===== config.mk =====
export PLATFORM = sky130hd
export DESIGN_NAME = target_scheduler
export DESIGN_NICKNAME = d
export VERILOG_FILES = /design/src/rtl/target_scheduler.sv
export SDC_FILE = /design/constraint.sdc
export NUM_CORES = 1
export LEC_CHECK = 0
export CAP_MARGIN = 20
export CORE_MARGIN = 2
export CORE_UTILIZATION = 25
export DETAILED_ROUTE_END_ITERATION = 8
export DONT_BUFFER_PORTS = 1
export PLACE_DENSITY = 0.41
export SYNTH_ARGS = -nofsm -noshare
export SYNTH_HDL_FRONTEND = slang
export SYNTH_SLANG_ARGS = --single-unit

===== constraint.sdc =====
create_clock -name CLOCK_50 -period 2.8 [get_ports CLOCK_50]
set_input_delay 0.42 -clock CLOCK_50 [delete_from_list [all_inputs] [get_ports CLOCK_50]]
set_output_delay 0.42 -clock CLOCK_50 [all_outputs]
set_load 0.05 [all_outputs]

===== src/rtl/target_scheduler.sv =====
`default_nettype none
// ============================================================================
// Module   : target_scheduler
// Purpose  : Per-frame, in-order sharing of the VGA write port among N draw
//            engines. Optional watchdog: define TARGET_SCHED_WATCHDOG_EN.
// Revision : 1.0
// ============================================================================
module target_scheduler #(
    parameter int N_TARGETS    = 3,
    parameter int FRAME_CYCLES = 833333,
    parameter int TIMEOUT      = 8192
) (
    input  logic                      CLOCK_50,
    input  logic                      resetn,
    input  logic                      enable,
    input  logic [N_TARGETS-1:0]      tgt_done,
    input  logic [N_TARGETS-1:0]      tgt_plot,
    input  logic [8*N_TARGETS-1:0]    tgt_x,
    input  logic [7*N_TARGETS-1:0]    tgt_y,
    input  logic [24*N_TARGETS-1:0]   tgt_colour,
    output logic [N_TARGETS-1:0]      tgt_active,
    output logic [N_TARGETS-1:0]      tgt_start,
    output logic [7:0]                vga_x,
    output logic [6:0]                vga_y,
    output logic [23:0]               vga_colour,
    output logic                      vga_plot,
    output logic                      frame_tick,
    output logic                      busy,
    output logic [7:0]                overrun,
    output logic [N_TARGETS-1:0]      timeout_err
);

    localparam int FC_W  = (FRAME_CYCLES > 1) ? $clog2(FRAME_CYCLES) : 1;
    localparam int SEL_W = (N_TARGETS > 1) ? $clog2(N_TARGETS) : 1;
    localparam logic [FC_W-1:0]  FC_LOAD  = FC_W'(FRAME_CYCLES - 1);
    localparam logic [SEL_W-1:0] SEL_LAST = SEL_W'(N_TARGETS - 1);

    typedef enum logic [2:0] {
        S_IDLE      = 3'd0,
        S_KICK      = 3'd1,
        S_WAIT_LOW  = 3'd2,
        S_WAIT_DONE = 3'd3,
        S_NEXT      = 3'd4
    } state_t;

    state_t                 state_q, state_d;
    logic [SEL_W-1:0]       sel_q, sel_d;
    logic [N_TARGETS-1:0]   drawn_q, drawn_d;
    logic [FC_W-1:0]        frame_cnt_q;
    logic                   pending_q, pending_d;
    logic [7:0]             overrun_q;
    logic [7:0]             vga_x_q;
    logic [6:0]             vga_y_q;
    logic [23:0]            vga_colour_q;
    logic                   vga_plot_q;

    logic [N_TARGETS-1:0]   sel_onehot;
    logic                   tick;
    logic                   consume;
    logic                   grant_st;
    logic                   waiting;
    logic                   timeout_hit;
    logic                   wd_expire;
    logic                   done_sel;
    logic                   drawn_sel;
    logic                   plot_sel;
    logic [7:0]             pix_x;
    logic [6:0]             pix_y;
    logic [23:0]            pix_colour;

    assign sel_onehot = N_TARGETS'(1) << sel_q;
    assign done_sel   = |(tgt_done & sel_onehot);
    assign drawn_sel  = |(drawn_q & sel_onehot);
    assign plot_sel   = |(tgt_plot & sel_onehot);
    assign tick       = (frame_cnt_q == '0);
    assign waiting    = (state_q == S_WAIT_LOW) || (state_q == S_WAIT_DONE);
    assign busy       = (state_q != S_IDLE);
    assign frame_tick = tick;

    // A tick landing in the same cycle IDLE consumes the flag is not late.
    assign pending_d  = (pending_q & ~consume) | tick;

    always_comb begin
        pix_x      = '0;
        pix_y      = '0;
        pix_colour = '0;
        for (int i = 0; i < N_TARGETS; i++) begin
            if (sel_q == SEL_W'(i)) begin
                pix_x      = tgt_x[8*i +: 8];
                pix_y      = tgt_y[7*i +: 7];
                pix_colour = tgt_colour[24*i +: 24];
            end
        end
    end

    always_comb begin
        state_d     = state_q;
        sel_d       = sel_q;
        drawn_d     = drawn_q;
        consume     = 1'b0;
        grant_st    = 1'b0;
        timeout_hit = 1'b0;
        tgt_active  = '0;
        tgt_start   = '0;
        case (state_q)
            S_IDLE: begin
                sel_d = '0;
                if (pending_q && enable) begin
                    consume = 1'b1;
                    state_d = S_KICK;
                end
            end
            S_KICK: begin
                grant_st   = 1'b1;
                tgt_active = sel_onehot;
                if (drawn_sel) begin
                    tgt_start = sel_onehot;
                    state_d   = S_WAIT_LOW;
                end else begin
                    state_d   = S_WAIT_DONE;
                end
            end
            S_WAIT_LOW: begin
                grant_st   = 1'b1;
                tgt_active = sel_onehot;
                if (wd_expire) begin
                    timeout_hit = 1'b1;
                    state_d     = S_NEXT;
                end else if (!done_sel) begin
                    state_d = S_WAIT_DONE;
                end
            end
            S_WAIT_DONE: begin
                grant_st   = 1'b1;
                tgt_active = sel_onehot;
                if (done_sel) begin
                    drawn_d = drawn_q | sel_onehot;
                    state_d = S_NEXT;
                end else if (wd_expire) begin
                    timeout_hit = 1'b1;
                    state_d     = S_NEXT;
                end
            end
            S_NEXT: begin
                if (sel_q == SEL_LAST) begin
                    sel_d   = '0;
                    state_d = S_IDLE;
                end else begin
                    sel_d   = sel_q + SEL_W'(1);
                    state_d = S_KICK;
                end
            end
            default: state_d = S_IDLE;
        endcase
    end

    always_ff @(posedge CLOCK_50) begin
        if (!resetn) begin
            state_q      <= S_IDLE;
            sel_q        <= '0;
            drawn_q      <= '0;
            frame_cnt_q  <= FC_LOAD;
            pending_q    <= 1'b0;
            overrun_q    <= '0;
            vga_x_q      <= '0;
            vga_y_q      <= '0;
            vga_colour_q <= '0;
            vga_plot_q   <= 1'b0;
        end else begin
            state_q      <= state_d;
            sel_q        <= sel_d;
            drawn_q      <= drawn_d;
            frame_cnt_q  <= tick ? FC_LOAD : (frame_cnt_q - FC_W'(1));
            pending_q    <= pending_d;
            if (tick && ((pending_q && !consume) || busy) && (overrun_q != 8'hFF)) begin
                overrun_q <= overrun_q + 8'd1;
            end
            vga_x_q      <= pix_x;
            vga_y_q      <= pix_y;
            vga_colour_q <= pix_colour;
            vga_plot_q   <= plot_sel && grant_st;
        end
    end

    assign vga_x      = vga_x_q;
    assign vga_y      = vga_y_q;
    assign vga_colour = vga_colour_q;
    assign vga_plot   = vga_plot_q;
    assign overrun    = overrun_q;

`ifdef TARGET_SCHED_WATCHDOG_EN
    localparam int WD_W = $clog2(TIMEOUT + 1);

    logic [WD_W-1:0]        wd_cnt_q;
    logic [N_TARGETS-1:0]   timeout_err_q;

    // Fires on the cycle that would complete TIMEOUT waiting cycles.
    assign wd_expire = waiting && (wd_cnt_q == WD_W'(TIMEOUT - 1));

    always_ff @(posedge CLOCK_50) begin
        if (!resetn) begin
            wd_cnt_q      <= '0;
            timeout_err_q <= '0;
        end else begin
            if (state_q == S_KICK) begin
                wd_cnt_q <= '0;
            end else if (waiting) begin
                wd_cnt_q <= wd_cnt_q + WD_W'(1);
            end
            if (timeout_hit) begin
                timeout_err_q <= timeout_err_q | sel_onehot;
            end
        end
    end

    assign timeout_err = timeout_err_q;
`else
    logic unused_timeout;
    assign unused_timeout = (TIMEOUT > 0) | timeout_hit | waiting;
    assign wd_expire      = 1'b0;
    assign timeout_err    = '0;
`endif

endmodule
`default_nettype wire


==> results of run 1 <==
area by class of cell:
class	instances	area (sq um)
clock buffers	12	246
well taps	180	225
flip-flops and latches	77	1540
fillers	1510	9760
inverters	8	30.0
repair buffers	20	150
multi-input cells	313	1880
clock inverters	4	47.5
worst paths after layout:
kind / from / endpoint / slack (ps) / depth (start not counted)
setup reg to reg: frame_cnt_q[0]$_SDFF_PP0_ / overrun[6]$_SDFFE_PN0P_ / 690 / 7
hold / removal: resetn / drawn_q[2]$_SDFFE_PN0P_ / 200 / 2
hold reg to reg: frame_cnt_q[0]$_SDFF_PP0_ / frame_cnt_q[0]$_SDFF_PP0_ / 460 / 1
setup / recovery: frame_cnt_q[0]$_SDFF_PP0_ / frame_tick / 390 / 6
synthesized netlist by cell type (3+ instances only):
cell type  instances
nor2_1           104
dfxtp_1           77
a21oi_1           51
mux2i_1           44
nand2_1           20
clkbuf_1          19
xnor2_1           12
nor3_1             8
inv_1              7
nand3_1            7
nand4_1            7
nor4_1             6
nand2b_1           5
o21ai_0            4
a31o_2             3
buf_2              3
buf_4              3
ha_1               3
nor3_2             3
or3_1              3
xor2_1             3
cells by family after synthesis:
group / synth area share [%]
buffers and inverters: 4.27
xor gates and xnor gates: 3.70
AOI/OAI and AO/OA: 11.5
and+or+nand+nor: 23.5
muxes: 12.4
other: 0.106
adders and majority gates: 1.06
DFF: 43.5
registers in the layout, indices dropped and copies added (netlist names):
register,cells
drawn_q,3
frame_cnt_q,20
overrun,8
pending_q,1
sel_q,2
state_q,3
vga_colour,24
vga_plot,1
vga_x,8
vga_y,7
per-layer routing:
metal | share of wire (%) | wire length [um] | global-route usage [%] | vias to the layer above
met5 | 0 | 0 | 0 | -
met4 | 1.0 | 99 | 4.47 | 0
met3 | 6.9 | 656 | 4.47 | 6
met2 | 51 | 4840 | 22.0 | 115
met1 | 41 | 3850 | 14.4 | 1338
li1 | - | - | - | 1450
through the flow:
stage | setup slack (ps) | hold WS, ps | area (sq um) | util [%]
floorplan | 103 | 420 | 3550 | -
global placement | 757 | 444 | 3820 | 27.6
detailed placement | 688 | 448 | 3820 | 27.6
CTS | 353 | 180 | 4120 | 29.7
global route | 188 | 203 | 4120 | 29.7
finish | 393 | 199 | 4120 | 29.7
worst max-delay path, cell delays in order (launching register included):
cell and delay, ps:
dfxtp_1 330, inv_1 80, ha_1 150, nor4b_1 220
nand3_1 170, or2_0 320, inv_1 380
power breakdown:
| group | total, mW | switching, mW | internal [mW] |
|---|---|---|---|
| Combinational | 0.128 | 0.0806 | 0.0472 |
| Clock | 1.16 | 0.444 | 0.712 |
| Sequential | 1.27 | 0.135 | 1.14 |
| Total | 2.56 | 0.660 | 1.90 |
==> run metrics, run 1 <==
outcome=finished, final reports clean; dpl hpwl=6900 um; Reg clk slew, reported paths=60 ps; core area=0.0139 sq mm; min-delay worst type=primary input to flip-flop; CTS root buffer=clkbuf_16; Post-synth ARST share=0%; gr usage total=12.7%; WL per Instance=15.4 um; total negative slack=0 ps; # diodes=0; Period minus WS final=2410 ps; Initial DRC Count=124; max-cap viol count=0; Setup crit end kind=output pin; Sink Count=77; Post-Syn Instances=424; leak pwr=1.48 nW; Pwr Density=621 mW/mm^2; ys flop type=dfxtp_1; CP startpoint kind=flip-flop; Tot Pwr=2.56 mW; worst path required time=2380 ps; grt total ovfl=0; total number of vias=2909; final period utilization=86.0%; Cells after DPL=598; Core Rows=43; die extent in x=123 um; initial antenna violation count=0; CTS max path bufs=2; most common cell after layout, fill and taps aside=nor2_1; area grow syn2layout=16.1%; largest net degree at the start of global routing=49; final-report hold violation count=0; maximum clock frequency=415 MHz; CTS tree=yes; Seq/Total Area, Yosys=43.5%; nets@finish=558; Ports=185; Vias/cell=4.74; Remaining DRCs=0; most frequent cells in the layout=104 x nor2_1, 75 x dfxtp_1, 51 x a21oi_1, 44 x mux2i_1; Max FO, Critical Path=5; crit path kind=flip-flop to output pin; Die H=123 um; Worst Skew=7.46 ps; vias in the first global route=2867; Starting Density=25.6%; port bufs=0; # setup viols final=0; Num CTS Buffers=9; Synthesis Warnings=0; first-pass GRT wire length=14600 um; fin cells=614; Avg Cell Area, Syn=8.37 sq um; Resize count post-CTS=0; final count of pins violating max slew=0; dominant cells by area after synthesis=dfxtp_1 43%, mux2i_1 12%, nor2_1 11%, a21oi_1 7.2%, xnor2_1 3.0%; Yosys reg bits=77; share of cells above drive strength 1=11.1%; total iterations of the first detailed-routing run=6; post-synthesis cell area=0.00355 sq mm; worst-margin pin slew=683 ps; Routed WL=9450 um; H-tree Lvls=3; post-synth top area cell=dfxtp_1; Post CTS Setup Buffer Count=0; Critical Path AT=1990 ps; insertion delay to the later sink of the worst-skew pair=330 ps; CTS Hold Bufs=0; GP Congestion=0.770; share of the synthesized area in the top cell type=43.5%; slew margin rel.=54.1%; RSZ-0062 raised after global routing=no; number of flops mapped to enable cells by yosys=0; final antenna-violating net count=0; die area=0.0152 sq mm; peak supply drop=0.000286 V; Synth cell types=47
(Power assumes the default switching activity.)
==> inputs of run 2 (changes only) <==
CORE_UTILIZATION = 63   (was 25)
PLACE_DENSITY = 0.82   (was 0.41)
==> run metrics, run 2 (synthesis results as in run 1) <==
Die H=79.0 um (-36%); final-report hold violation count=0 (unchanged); gr usage total=27.6% (+15 points); insertion delay to the later sink of the worst-skew pair=350 ps (+20 ps); most frequent cells in the layout=104 x nor2_1, 75 x dfxtp_1, 51 x a21oi_1, 44 x mux2i_1, 20 x nand2_1; max-cap viol count=0 (unchanged); area grow syn2layout=9.95%; CTS root buffer=clkbuf_8; CTS Hold Bufs=0 (unchanged); CTS max path bufs=2 (unchanged); Max FO, Critical Path=5 (unchanged); Seq. cell area=0.00154 sq mm (unchanged); # setup viols final=0 (unchanged); maximum clock frequency=408 MHz (-1.8%); Setup crit end=frame_tick; die area=0.00625 sq mm (-59%); total number of vias=2971 (+2.1%); final count of pins violating max slew=0 (unchanged); Worst Skew=7.45 ps (-0.0128 ps); final period utilization=87.5% (+1.5 points); Reg clk slew, reported paths=80 ps (+20 ps); total negative slack=0 ps (unchanged); vias in the first global route=2802 (-2.3%); Initial DRC Count=165 (+33%); share of cells above drive strength 1=11.3% (+0.26 points); Starting Density=64.8% (+39 points); Post CTS Setup Buffer Count=0 (unchanged); Resize count post-CTS=0 (unchanged); Period minus WS final=2450 ps (+43.3 ps); worst-margin pin slew=689 ps (+6.73 ps); R2R setup slack=620 ps (-70 ps); met2 WL=4420 um (-8.7%); Core Rows=27 (-37%); total iterations of the first detailed-routing run=4 (-2); core area=0.00547 sq mm (-61%); worst r2r src=frame_cnt_q[0]$_SDFF_PP0_; Largest register FFs=24 (unchanged); grt total ovfl=0 (unchanged); Num CTS Buffers=9 (unchanged); Hold Path Cell Cnt=2 (unchanged); most common cell after layout, fill and taps aside=nor2_1; max layer used=met4; reg2reg end=overrun[6]$_SDFFE_PN0P_; H-tree Lvls=3 (unchanged); worst path required time=2380 ps (about the same); slew margin rel.=53.6% (-0.45 points); CTS tree=yes; R2R cell count=7 (unchanged); Setup crit end kind=output pin; port bufs=0 (unchanged); Vias/cell=5.88 (+24%); Sink Count=77 (unchanged); wire length on met1=3460 um (-10%); WL per Instance=16.9 um (+9.9%); leak pwr=1.43 nW (-3.4%); RSZ-0062 raised after global routing=no; Pwr Density=594 mW/mm^2 (-4.2%); GP Congestion=0.796 (+3.4%); metal3 WL=489 um (-25%); Routed WL=8540 um (-9.6%); final antenna-violating net count=0 (unchanged); dpl hpwl=6430 um (-6.8%); largest net degree at the start of global routing=41 (-16%); CP startpoint kind=flip-flop; first-pass GRT wire length=13500 um (-7.5%); # diodes=0 (unchanged); Final Core Density=71.3% (+42 points); crit path kind=flip-flop to output pin; peak supply drop=0.000341 V (+19%); Remaining DRCs=0 (unchanged); Ports=185 (unchanged); min-delay worst type=primary input to flip-flop; fill cell count=427 (-72%); Critical Path AT=2030 ps (+40 ps); initial antenna violation count=0 (unchanged); outcome=finished, final reports clean; Critical path origin=frame_cnt_q[0]$_SDFF_PP0_; area of the multi-input gates=0.00187 sq mm (-0.27%); nets@finish=557 (-0.18%); die extent in x=79.0 um (-36%)
## run 2: area by class of cell
cell class / instances / share of cell area, %
tap: 72 / 2.31
inverter: 8 / 0.770
clock inverter: 7 / 2.53
clock buffer: 9 / 3.18
timing repair buffer: 19 / 3.66
sequential: 77 / 39.6
multi-input combinational: 313 / 48.0
## run 2: worst max-delay path, cell delays in order (launching register included)
cell and delay, ps:
dfxtp_1 340, inv_1 90, ha_1 150, nor4b_1 250, nand3_1 180, or2_0 310
inv_1 380
## run 2: worst min-delay path by stage
stage / from / endpoint / slack (ps)
floorplan: drawn_q[2]$_SDFFE_PN0P_ / drawn_q[2]$_SDFFE_PN0P_ / 420
global placement: drawn_q[2]$_SDFFE_PN0P_ / drawn_q[2]$_SDFFE_PN0P_ / 440
detailed placement: frame_cnt_q[0]$_SDFF_PP0_ / frame_cnt_q[0]$_SDFF_PP0_ / 440
CTS: resetn / drawn_q[2]$_SDFFE_PN0P_ / 180
global route: resetn / drawn_q[2]$_SDFFE_PN0P_ / 170
finish: resetn / drawn_q[2]$_SDFFE_PN0P_ / 180
## run 2: power breakdown
| part | leakage, nW | internal [mW] | switching, mW |
|---|---|---|---|
| Sequential | 0.634 | 1.14 | 0.136 |
| Clock | 0.0981 | 0.504 | 0.418 |
| Combinational | 0.701 | 0.0472 | 0.0782 |
| Total | 1.43 | 1.69 | 0.632 |
## run 2: per-stage QoR
stage / worst slack (ps) / total power [mW] / instances / hold slack, ps / area [sq um]
6_report: 350 / 2.32 / 505 / 183 / 3900
3_5_place_dp: 683 / 1.42 / 489 / 444 / 3680
2_1_floorplan: 103 / 1.40 / 426 / 420 / 3550
3_3_place_gp: 753 / 1.42 / 489 / 437 / 3680
4_1_cts: 371 / 2.33 / 505 / 176 / 3900
5_1_grt: 250 / 2.40 / 505 / 169 / 3900
## run 2: per-layer routing
layer | vias up | global-route usage, %
li1 | 1458 | -
met1 | 1391 | 32.8
met2 | 108 | 48.0
met3 | 14 | 5.68
met4 | 0 | 12.4
met5 | - | 0
